<file path="src/rtl/fp_pkg.sv">
// Shared constants, state encoding and helpers for the single-precision divider.
package fp_pkg;

    localparam int unsigned BIAS  = 127;
    localparam int unsigned EXP_W = 8;
    localparam int unsigned MAN_W = 23;
    localparam int unsigned QBITS = 25;
    localparam int unsigned CNT_W = 5;
    localparam int unsigned REM_W = MAN_W + 2;
    localparam int unsigned SIG_W = MAN_W + 1;
    localparam int unsigned XEXP_W = EXP_W + 2;

    localparam logic [30:0] FP_INF_MAG = 31'h7F80_0000;

    typedef enum logic [1:0] {
        IDLE = 2'd0,
        DIV  = 2'd1,
        NORM = 2'd2,
        DONE = 2'd3
    } fpdiv_state_t;

    // Signed zero or signed infinity.
    function automatic logic [31:0] fp_special(input logic sign, input logic inf);
        return inf ? {sign, FP_INF_MAG} : {sign, 31'h0};
    endfunction

endpackage

</file>
<file path="src/rtl/fp_div_seq_if.sv">
// Start/busy/done handshake and operand/result bus of the sequential divider.
interface fp_div_seq_if;

    logic        start;
    logic [31:0] a;
    logic [31:0] b;
    logic        busy;
    logic        done;
    logic [31:0] out;

    modport master (
        output start, a, b,
        input  busy, done, out
    );

    modport slave (
        input  start, a, b,
        output busy, done, out
    );

endinterface

</file>
<file path="src/rtl/fp_div_step.sv">
// One radix-2 restoring division step: conditional subtract, then shift left.
module fp_div_step
    import fp_pkg::*;
(
    input  logic [REM_W-1:0] rem,
    input  logic [SIG_W-1:0] mb,
    output logic [REM_W-1:0] next_rem,
    output logic             qbit
);

    logic [REM_W-1:0] mb_ext;
    logic [REM_W-1:0] diff;
    logic [REM_W-1:0] kept;

    always_comb begin
        mb_ext   = {1'b0, mb};
        diff     = rem - mb_ext;
        qbit     = (rem >= mb_ext);
        kept     = qbit ? diff : rem;
        next_rem = kept << 1;
    end

endmodule

</file>
<file path="src/rtl/fp_div_seq.sv">
// Iterative IEEE-754 single-precision divider, one quotient bit per clock,
// with truncating normalisation and exponent clamping.
module fp_div_seq #(
    parameter int unsigned BIAS  = 127,
    parameter int unsigned QBITS = 25
) (
    input logic        clk,
    input logic        rst_n,
    fp_div_seq_if.slave bus
);

    import fp_pkg::*;

    fpdiv_state_t            state, state_d;
    logic [CNT_W-1:0]        cnt, cnt_d;
    logic [REM_W-1:0]        rem, rem_d;
    logic [QBITS-1:0]        q, q_d;
    logic [SIG_W-1:0]        mb, mb_d;
    logic signed [XEXP_W-1:0] exp_q, exp_d;
    logic                    sign, sign_d;
    logic                    zinf, zinf_d;
    logic                    busy, busy_d;
    logic                    done, done_d;
    logic [31:0]             out, out_d;

    logic                    step_qbit;
    logic [REM_W-1:0]        step_rem;
    logic                    take;
    logic                    a_zero, b_zero;
    logic signed [XEXP_W-1:0] e_fin;
    logic [MAN_W-1:0]        man;
    logic [31:0]             norm_out;

    fp_div_step u_step (
        .rem      (rem),
        .mb       (mb),
        .next_rem (step_rem),
        .qbit     (step_qbit)
    );

    assign bus.busy = busy;
    assign bus.done = done;
    assign bus.out  = out;

    // Normalise the quotient, truncate, and clamp the exponent range.
    always_comb begin
        man   = q[24] ? q[23:1] : q[22:0];
        e_fin = q[24] ? exp_q : exp_q - 10'sd1;
        if (e_fin <= 10'sd0) begin
            norm_out = fp_special(sign, 1'b0);
        end else if (e_fin >= 10'sd255) begin
            norm_out = fp_special(sign, 1'b1);
        end else begin
            norm_out = {sign, e_fin[EXP_W-1:0], man};
        end
    end

    // A DONE cycle that already carries the done pulse is the completion
    // cycle, so back-to-back requests land without a dead cycle.
    always_comb begin
        a_zero = ~|bus.a[30:0];
        b_zero = ~|bus.b[30:0];
        take   = bus.start && ((state == IDLE) || ((state == DONE) && done));
    end

    always_comb begin
        state_d = state;
        cnt_d   = cnt;
        rem_d   = rem;
        q_d     = q;
        mb_d    = mb;
        exp_d   = exp_q;
        sign_d  = sign;
        zinf_d  = zinf;
        busy_d  = busy;
        done_d  = 1'b0;
        out_d   = out;

        unique case (state)
            IDLE: begin
                busy_d = 1'b0;
            end
            DIV: begin
                rem_d = step_rem;
                q_d   = {q[QBITS-2:0], step_qbit};
                cnt_d = cnt + 5'd1;
                if (cnt == CNT_W'(QBITS - 1)) begin
                    cnt_d   = '0;
                    state_d = NORM;
                end
            end
            NORM: begin
                out_d   = norm_out;
                done_d  = 1'b1;
                state_d = DONE;
            end
            DONE: begin
                state_d = IDLE;
                if (done) begin
                    busy_d = 1'b0;
                end else begin
                    out_d  = fp_special(sign, zinf);
                    done_d = 1'b1;
                end
            end
            default: state_d = IDLE;
        endcase

        if (take) begin
            sign_d = bus.a[31] ^ bus.b[31];
            exp_d  = XEXP_W'({2'b00, bus.a[30:23]}) - XEXP_W'({2'b00, bus.b[30:23]})
                     + XEXP_W'(BIAS);
            mb_d   = {1'b1, bus.b[22:0]};
            rem_d  = REM_W'({1'b1, bus.a[22:0]});
            q_d    = '0;
            cnt_d  = '0;
            busy_d = 1'b1;
            done_d = 1'b0;
            zinf_d = !a_zero;
            state_d = (a_zero || b_zero) ? DONE : DIV;
        end
    end

    always_ff @(posedge clk or negedge rst_n) begin
        if (!rst_n) begin
            state <= IDLE;
            cnt   <= '0;
            rem   <= '0;
            q     <= '0;
            mb    <= '0;
            exp_q <= '0;
            sign  <= 1'b0;
            zinf  <= 1'b0;
            busy  <= 1'b0;
            done  <= 1'b0;
            out   <= 32'h0;
        end else begin
            state <= state_d;
            cnt   <= cnt_d;
            rem   <= rem_d;
            q     <= q_d;
            mb    <= mb_d;
            exp_q <= exp_d;
            sign  <= sign_d;
            zinf  <= zinf_d;
            busy  <= busy_d;
            done  <= done_d;
            out   <= out_d;
        end
    end

endmodule
</file>
<file path="src/flat_wrapper.sv">
// flat-port wrapper written by rule: the top's interface ports become plain ports
module fp_div_seq_flat import fp_pkg::*;
#(
    parameter int unsigned BIAS  = 127,
    parameter int unsigned QBITS = 25
)
  (clk, rst_n, bus_start, bus_a, bus_b, bus_busy, bus_done, bus_out);
  fp_div_seq_if bus_i ();
  input logic clk;
  input logic rst_n;
  input wire logic [$bits(bus_i.start)-1:0] bus_start;
  input wire logic [$bits(bus_i.a)-1:0] bus_a;
  input wire logic [$bits(bus_i.b)-1:0] bus_b;
  output wire logic [$bits(bus_i.busy)-1:0] bus_busy;
  output wire logic [$bits(bus_i.done)-1:0] bus_done;
  output wire logic [$bits(bus_i.out)-1:0] bus_out;
  assign bus_i.start = bus_start;
  assign bus_i.a = bus_a;
  assign bus_i.b = bus_b;
  assign bus_busy = bus_i.busy;
  assign bus_done = bus_i.done;
  assign bus_out = bus_i.out;
  fp_div_seq #(.BIAS(BIAS), .QBITS(QBITS)) u_core (.clk(clk), .rst_n(rst_n), .bus(bus_i));
endmodule
</file>
<file path="config.mk">
export PLATFORM = sky130hd
export DESIGN_NAME = fp_div_seq_flat
export DESIGN_NICKNAME = d
export VERILOG_FILES = /design/src/rtl/fp_pkg.sv /design/src/rtl/fp_div_seq_if.sv /design/src/rtl/fp_div_step.sv /design/src/rtl/fp_div_seq.sv /design/src/flat_wrapper.sv
export SDC_FILE = /design/constraint.sdc
export NUM_CORES = 1
export LEC_CHECK = 0
export ABC_AREA = 1
export BUFFER_PORTS_ARGS = -buffer_cell sky130_fd_sc_hd__buf_2
export CAP_MARGIN = 20
export CORE_MARGIN = 3
export CORE_UTILIZATION = 45
export CTS_CLUSTER_SIZE = 12
export DETAILED_ROUTE_END_ITERATION = 16
export SLEW_MARGIN = 10
export SYNTH_ARGS = -nofsm -noshare
export SYNTH_HDL_FRONTEND = slang
export SYNTH_SLANG_ARGS = --single-unit
</file>
<file path="constraint.sdc">
create_clock -name clk -period 3.7 [get_ports clk]
set_input_delay 0.74 -clock clk [delete_from_list [all_inputs] [get_ports clk]]
set_output_delay 0.74 -clock clk [all_outputs]
set_load 0.01 [all_outputs]
</file>
==> results of run 1 <==
==> cell usage after synthesis (4+ instances only) <==
library cell  instances
nor2_1               64
o21ai_1              31
o21bai_1             15
inv_2                 7
buf_6                 4
clkbuf_1             22
o21ai_0             104
dfrtp_1             127
inv_1               180
nor2_2                6
a21oi_1              41
nand2_1             322
buf_2                 4
xor2_1               11
o22ai_1              29
xnor2_1              10
nand3_1              53
nor4_1               12
nand4_1              24
nand2_2               5
ha_1                 41
nor3_1                8
==> state kept, by name (all words and copies together), names as in the netlist, 2 cells and up <==
name,cells
u_core.bus.out,32
u_core.q,25
u_core.rem,25
u_core.mb,24
u_core.exp_q,10
u_core.cnt,5
u_core.state,2
==> worst max-delay path, delay by kind of cell (launching register included) <==
family                     cells  cell delay, ns
AOI/OAI and AO/OA              2            0.69
adders and majority gates      2            0.66
DFF                            1            0.40
and+or+nand+nor                7            0.88
==> placed cells by master (no fill, tap or decap), types with 24 or more instances in the layout <==
cell,n
ha_1,41
o21ai_1,31
inv_1,180
dfrtp_1,127
a21oi_1,41
nand2_1,322
nand4_1,24
o22ai_1,29
o21ai_0,104
nor2_1,64
nand3_1,53
buf_2,99
==> power breakdown <==
part	switching, uW	internal [uW]	total, uW
clock	682	1070	1750
combinational	3400	1740	5140
sequential	282	1850	2130
==> through the flow <==
stage | hold slack (ns) | utilization, % | power [uW] | setup slack [ns] | cell area [um^2]
4_1_cts | 0.340 | 54.3 | 9060 | 1.02 | 9590
6_report | 0.323 | 54.3 | 9020 | 0.971 | 9590
3_3_place_gp | 0.452 | 50.9 | 7230 | 1.05 | 8990
3_5_place_dp | 0.456 | 50.9 | 7260 | 1.03 | 8990
5_1_grt | 0.351 | 54.3 | 9930 | 0.769 | 9590
2_1_floorplan | 0.426 | - | 6050 | 1.40 | 8280
==> worst min-delay path by stage <==
stage	start	end	slack, ns	cells past startpoint
CTS	rst_n	u_core.bus.out[19]$_DFFE_PN0P_	0.34	1
floorplan	u_core.mb[23]$_DFFE_PN0P_	u_core.mb[23]$_DFFE_PN0P_	0.43	2
detailed placement	u_core.mb[23]$_DFFE_PN0P_	u_core.mb[23]$_DFFE_PN0P_	0.46	2
global placement	u_core.mb[23]$_DFFE_PN0P_	u_core.mb[23]$_DFFE_PN0P_	0.45	2
global route	rst_n	u_core.bus.out[19]$_DFFE_PN0P_	0.35	1
finish	rst_n	u_core.bus.out[19]$_DFFE_PN0P_	0.32	1
==> logic make-up (layout without fill, tap and decap cells) <==
family	after synthesis	after routing
AO/OA/AOI/OAI	232	232
XOR/XNOR	21	21
adder cells (fa/ha/maj)	43	43
buffers and inverters	226	333
flip-flops	127	127
AND/OR/NAND/NOR	509	509
==> routing by layer <==
| metal | track usage, % | routed length (um) | vias to the layer above |
|---|---|---|---|
| li1 | - | - | 3945 |
| met1 | 30.8 | 10300 | 3396 |
| met2 | 35.2 | 9440 | 160 |
| met3 | 4.04 | 955 | 17 |
| met4 | 5.81 | 278 | 0 |
| met5 | 0 | 0 | - |
==> area by class of cell <==
cell class | count | area share, %
flip-flops and latches | 127 | 33.1
clock inverters | 14 | 1.87
inverters | 191 | 7.49
multi-input cells | 805 | 43.9
well taps | 225 | 2.94
clock buffers | 17 | 4.44
repair buffers | 111 | 6.24
==> flow_metrics.env, run 1 <==
export IMPL_synthFlopType="dfrtp_1"
export IMPL_hp_class="in -> async"
export IMPL_async_flop_share_pct=100
export IMPL_fin_crit_sh_pct=73.8
export IMPL_synth_simple_area_share_pct=26.5
export IMPL_cp_endpoint="u_core.rem[19]$_DFFE_PN0P_"
export IMPL_gr_total_overflow=0
export IMPL_core_area_um2=17700
export IMPL_post_route_min_period_ns=2.73
export IMPL_cp_cell_sequence="ha_1, fa_1, o21ai_0, nand2_1, nand2_1, and2_1, o21ai_0, nand3_1, nand3_1, nand2_1, nand2_1"
export IMPL_syn_inst=1158
export IMPL_cts_setup_buffers=0
export IMPL_worstPathArrival_ns=3.04
export IMPL_cts_tree="done"
export IMPL_rr_endpoint="u_core.rem[19]$_DFFE_PN0P_"
export IMPL_critical_path_max_stage_delay_ns=0.53
export IMPL_cts_resized=0
export IMPL_drive_above_1_share_pct=13.9
export IMPL_synth_edf_count=0
export IMPL_reg2reg_from="u_core.mb[0]$_DFFE_PN0P_"
export IMPL_grt_setup_unrepaired="false"
export IMPL_yosysTopAreaCell="dfrtp_1"
export IMPL_tns_ns=0
export IMPL_ir_drop_mv=0.590
export IMPL_ff2ff_setup_slack_ns=0.97
export IMPL_root_buffer="clkbuf_16"
export IMPL_synth_area_top_cells="dfrtp_1 (38%), nand2_1 (15%), inv_1 (8.2%), o21ai_0 (6.3%), ha_1 (6.2%)"
export IMPL_ys_ff_latch=127
export IMPL_synthAdderAreaFrac_pct=6.68
export IMPL_grt_start_max_net_pins=49
export IMPL_finClkSkew_ns=0.0107
export IMPL_critPathCaptureType="flip-flop"
export IMPL_routedWlPerCell_um=14.1
export IMPL_drt_wl_total_um=21000
export IMPL_cts_htree_levels=4
export IMPL_synth_compound_area_share_pct=15.4
export IMPL_setup_viol=0
export IMPL_crit_top_cell="nand2_1"
export IMPL_drt_iter0_markers=421
export IMPL_seq_area_um2=3180
export IMPL_p_leak_uw=0.00490
export IMPL_synth_cell_types=45
export IMPL_cts_hold_buffers=0
export IMPL_dieArea_um2=20100
export IMPL_final_hold_violation_count=0
export IMPL_yosys_area_top_type_share_pct=38.4
export IMPL_powerDensity_nw_per_um2=940
export IMPL_required_ns=4.01
export IMPL_fp_dieW_um=142
export IMPL_gp_congestion=0.959
export IMPL_vias=7518
export IMPL_clock_latency_ns=0.42
export IMPL_nFillCells=1752
export IMPL_worst_setup_path_type="reg -> reg"
export IMPL_fin_cells=1490
export IMPL_status="finished, final reports clean"
export IMPL_ios=101
export IMPL_ff2ff_path_depth=11
export IMPL_start_util_pct=46.9
export IMPL_cts_buffer_depth=2
export IMPL_cts_buffers=17
export IMPL_firstDrtPassIters=4
export IMPL_final_antenna_net_count=0
export IMPL_fin_nets=1363
export IMPL_io_buffers=100
export IMPL_avgViaCountPerCell=5.05
export IMPL_fmax_mhz=366
export IMPL_numClockSinks=127
export IMPL_num_rows=48
export IMPL_synthMuxAreaShare_pct=0
export IMPL_netlist_area_um2=8280
export IMPL_crit_fanout=5
export IMPL_grt_pass1_vias=7406
export IMPL_yosysWarningCount=0
export IMPL_area_growth_pct=15.8
export IMPL_synth_top_family_by_area="simple AND/OR/NAND/NOR gates"
export IMPL_hpwlAfterDp_um=15800
export IMPL_drc=0
export IMPL_syn_num_nets=1268
export IMPL_die_y_um=142
export IMPL_antenna_found_initial=0
export IMPL_maxCapViolCount=0
export IMPL_slew_headroom_pct=55.5
export IMPL_multi_input_area_um2=4210
export IMPL_grt_pass1_wl_um=36000
export IMPL_tightest_slew_ns=0.667
export IMPL_critPathSlowestCell="o21ai_0"
export IMPL_diodes=0
export IMPL_place_inst=1459
export IMPL_slew_viol_final=0
export IMPL_start_kind="flip-flop"
export IMPL_synth_area_per_cell_um2=7.15
export IMPL_startpoint="u_core.mb[0]$_DFFE_PN0P_"
export IMPL_ys_seq_area_share_pct=38.4
export IMPL_synthXorXnorAreaFrac_pct=2.22
export IMPL_clkTransAtPathRegs_ns=0.06
export IMPL_track_usage_pct=22.0
(Power assumes the default switching activity.)
==> run 2: changes to the inputs <==
PLACE_DENSITY = 0.67   (was unset)
clock period = 2.3 ns   (was 3.7 ns; I/O delays follow)
==> run 2 against run 1 <==
Against the previous run: register-to-register slack got worse by 0.83 ns; clock power rose by 58%; hold slack got worse by 0.29 ns; cell area rose by 2.1%; global-route usage fell by 0.21 points; clock-buffer cell count rose by 2; critical path type unchanged.
==> flow_metrics.env, run 2 (synthesized netlist as in run 1, its figures left out) <==
export IMPL_status="finished, final reports clean"
export IMPL_cp_num_buf_inv=1
export IMPL_layout_common_cells="nand2_1 (322), inv_1 (180), dfrtp_1 (127), o21ai_0 (103), buf_2 (99)"
export IMPL_p_leak_uw=0.00499
export IMPL_rr_endpoint="u_core.rem[9]$_DFFE_PN0P_"
export IMPL_critical_path_max_stage_delay_ns=0.42
export IMPL_final_setup_worst_slack_ns=0.143
export IMPL_final_antenna_net_count=0
export IMPL_place_inst=1475
export IMPL_numClockSinks=127
export IMPL_worstPathArrival_ns=2.44
export IMPL_top_register="u_core.bus.out"
export IMPL_powerDensity_nw_per_um2=1530
export IMPL_final_common_cell="nand2_1"
export IMPL_area_growth_pct=18.3
export IMPL_setup_viol=0
export IMPL_cts_tree="done"
export IMPL_root_buffer="clkbuf_16"
export IMPL_nFillCells=1736
export IMPL_slew_headroom_pct=61.2
export IMPL_start_util_pct=46.9
export IMPL_largestRegisters="u_core.bus.out: 32 flops, u_core.q: 25 flops, u_core.rem: 25 flops"
export IMPL_core_area_um2=17700
export IMPL_fin_crit_sh_pct=93.8
export IMPL_grt_pass1_vias=7492
export IMPL_fin_cells=1507
export IMPL_hpwlAfterDp_um=15900
export IMPL_cts_buffer_depth=2
export IMPL_clock_latency_ns=0.42
export IMPL_antenna_found_initial=0
export IMPL_fin_nets=1379
export IMPL_ios=101
export IMPL_critPathCaptureType="flip-flop"
export IMPL_drt_wl_total_um=20800
export IMPL_gp_congestion=0.960
export IMPL_grt_setup_unrepaired="true"
export IMPL_start_kind="flip-flop"
export IMPL_io_buffers=100
export IMPL_fp_dieW_um=142
export IMPL_place_ws_ns=-0.0506
export IMPL_gr_total_overflow=0
export IMPL_ff2ff_setup_slack_ns=0.14
export IMPL_tightest_slew_ns=0.581
export IMPL_final_hold_violation_count=0
export IMPL_grt_pass1_wl_um=35700
export IMPL_worst_setup_path_type="reg -> reg"
export IMPL_vias=7613
export IMPL_ff2ff_path_depth=10
export IMPL_diodes=0
export IMPL_slew_viol_final=0
export IMPL_routedWlPerCell_um=13.8
export IMPL_drt_iter0_markers=458
export IMPL_maxCapViolCount=0
export IMPL_cts_buffers=17
export IMPL_critPathTopFamily="adder cells"
export IMPL_drc=0
export IMPL_cp_cell_sequence="ha_1, fa_1, o21ai_1, nand2_1, o21bai_2, buf_4, xnor2_1, nand2_1, o21ai_1, o21bai_1"
export IMPL_cts_htree_levels=4
export IMPL_crit_fanout=3
export IMPL_grt_start_max_net_pins=47
export IMPL_required_ns=2.59
export IMPL_cts_hold_buffers=0
export IMPL_drive_above_1_share_pct=15.8
export IMPL_clkTransAtPathRegs_ns=0.06
export IMPL_reg2reg_from="u_core.mb[0]$_DFFE_PN0P_"
export IMPL_avgViaCountPerCell=5.05
export IMPL_die_y_um=142
export IMPL_dieArea_um2=20100
export IMPL_firstDrtPassIters=5
export IMPL_fmax_mhz=464
export IMPL_ir_drop_mv=0.663
export IMPL_post_route_min_period_ns=2.16
export IMPL_largest_reg_flops=32
export IMPL_track_usage_pct=21.8
export IMPL_finClkSkew_ns=0.0106
export IMPL_hp_class="in -> async"
export IMPL_num_rows=48
export IMPL_critPathSlowestCell="fa_1"
==> run 2: changes by cell type in the layout (fill, tap and decap cells not counted), sizes merged <==
| cell | delta |
|---|---|
| bufinv | -1 |
| clkinvlp | +1 |
| clkbuf | +2 |
| buf | +16 |
| inv | -1 |
==> run 2: final cells by class <==
class | count | area [um^2] | share of cell area, %
clock buffers | 19 | 453 | 4.62
clock inverters | 13 | 151 | 1.55
inverters | 191 | 718 | 7.33
multi-input cells | 805 | 4260 | 43.5
flip-flops and latches | 127 | 3180 | 32.4
well taps | 225 | 282 | 2.87
repair buffers | 127 | 751 | 7.66
==> run 2: timing repair <==
item                                    in CTS  in global routing
endpoints found under the setup margin       2                 46
cloned                                       0                  0
resized for setup                            1                 11
setup buffers                                0                  0
pin swaps                                    0                  1
==> run 2: metal layers <==
layer  GRT usage, %  part of all wire, %  up-vias
li1               -                    -     3967
met1           30.6                   49     3440
met2           34.6                   45      176
met3           3.24                  3.9       30
met4           7.42                  1.7        0
met5              0                    0        -
==> run 2: how the worst max path moves through the flow <==
stage | cells past startpoint | endpoint | slack, ns | from
2_1_floorplan | 11 | u_core.rem[19]$_DFFE_PN0P_ | 0.21 | u_core.mb[0]$_DFFE_PN0P_
4_1_cts | 13 | u_core.bus.out[1]$_DFFE_PN0P_ | 0.05 | u_core.exp_q[0]$_DFFE_PN0P_
3_3_place_gp | 10 | u_core.rem[9]$_DFFE_PN0P_ | 0.03 | u_core.mb[0]$_DFFE_PN0P_
5_1_grt | 14 | u_core.bus.out[1]$_DFFE_PN0P_ | -0.04 | u_core.exp_q[0]$_DFFE_PN0P_
3_5_place_dp | 10 | u_core.rem[9]$_DFFE_PN0P_ | -0.05 | u_core.mb[0]$_DFFE_PN0P_
6_report | 10 | u_core.rem[9]$_DFFE_PN0P_ | 0.14 | u_core.mb[0]$_DFFE_PN0P_
==> run 2: where the power goes <==
group	leakage (uW)	total [uW]	switching [uW]	internal (uW)
Sequential	0.00163	3430	460	2970
Combinational	0.00307	8790	5580	3210
Clock	0.000289	2760	1080	1680
Total	0.00499	15000	7130	7850
==> run 2: per-stage QoR <==
step | power, uW | utilization (%) | area, um^2 | hold WS, ns | setup TNS (ns)
6_report | 15000 | 55.5 | 9790 | 0.0343 | 0
3_3_place_gp | 11900 | 51.7 | 9130 | 0.446 | 0
5_1_grt | 16500 | 55.5 | 9790 | 0.0667 | -0.0706
2_1_floorplan | 9740 | - | 8280 | 0.164 | 0
4_1_cts | 14900 | 55.2 | 9740 | 0.0494 | 0
3_5_place_dp | 12000 | 51.7 | 9130 | 0.449 | -0.0707
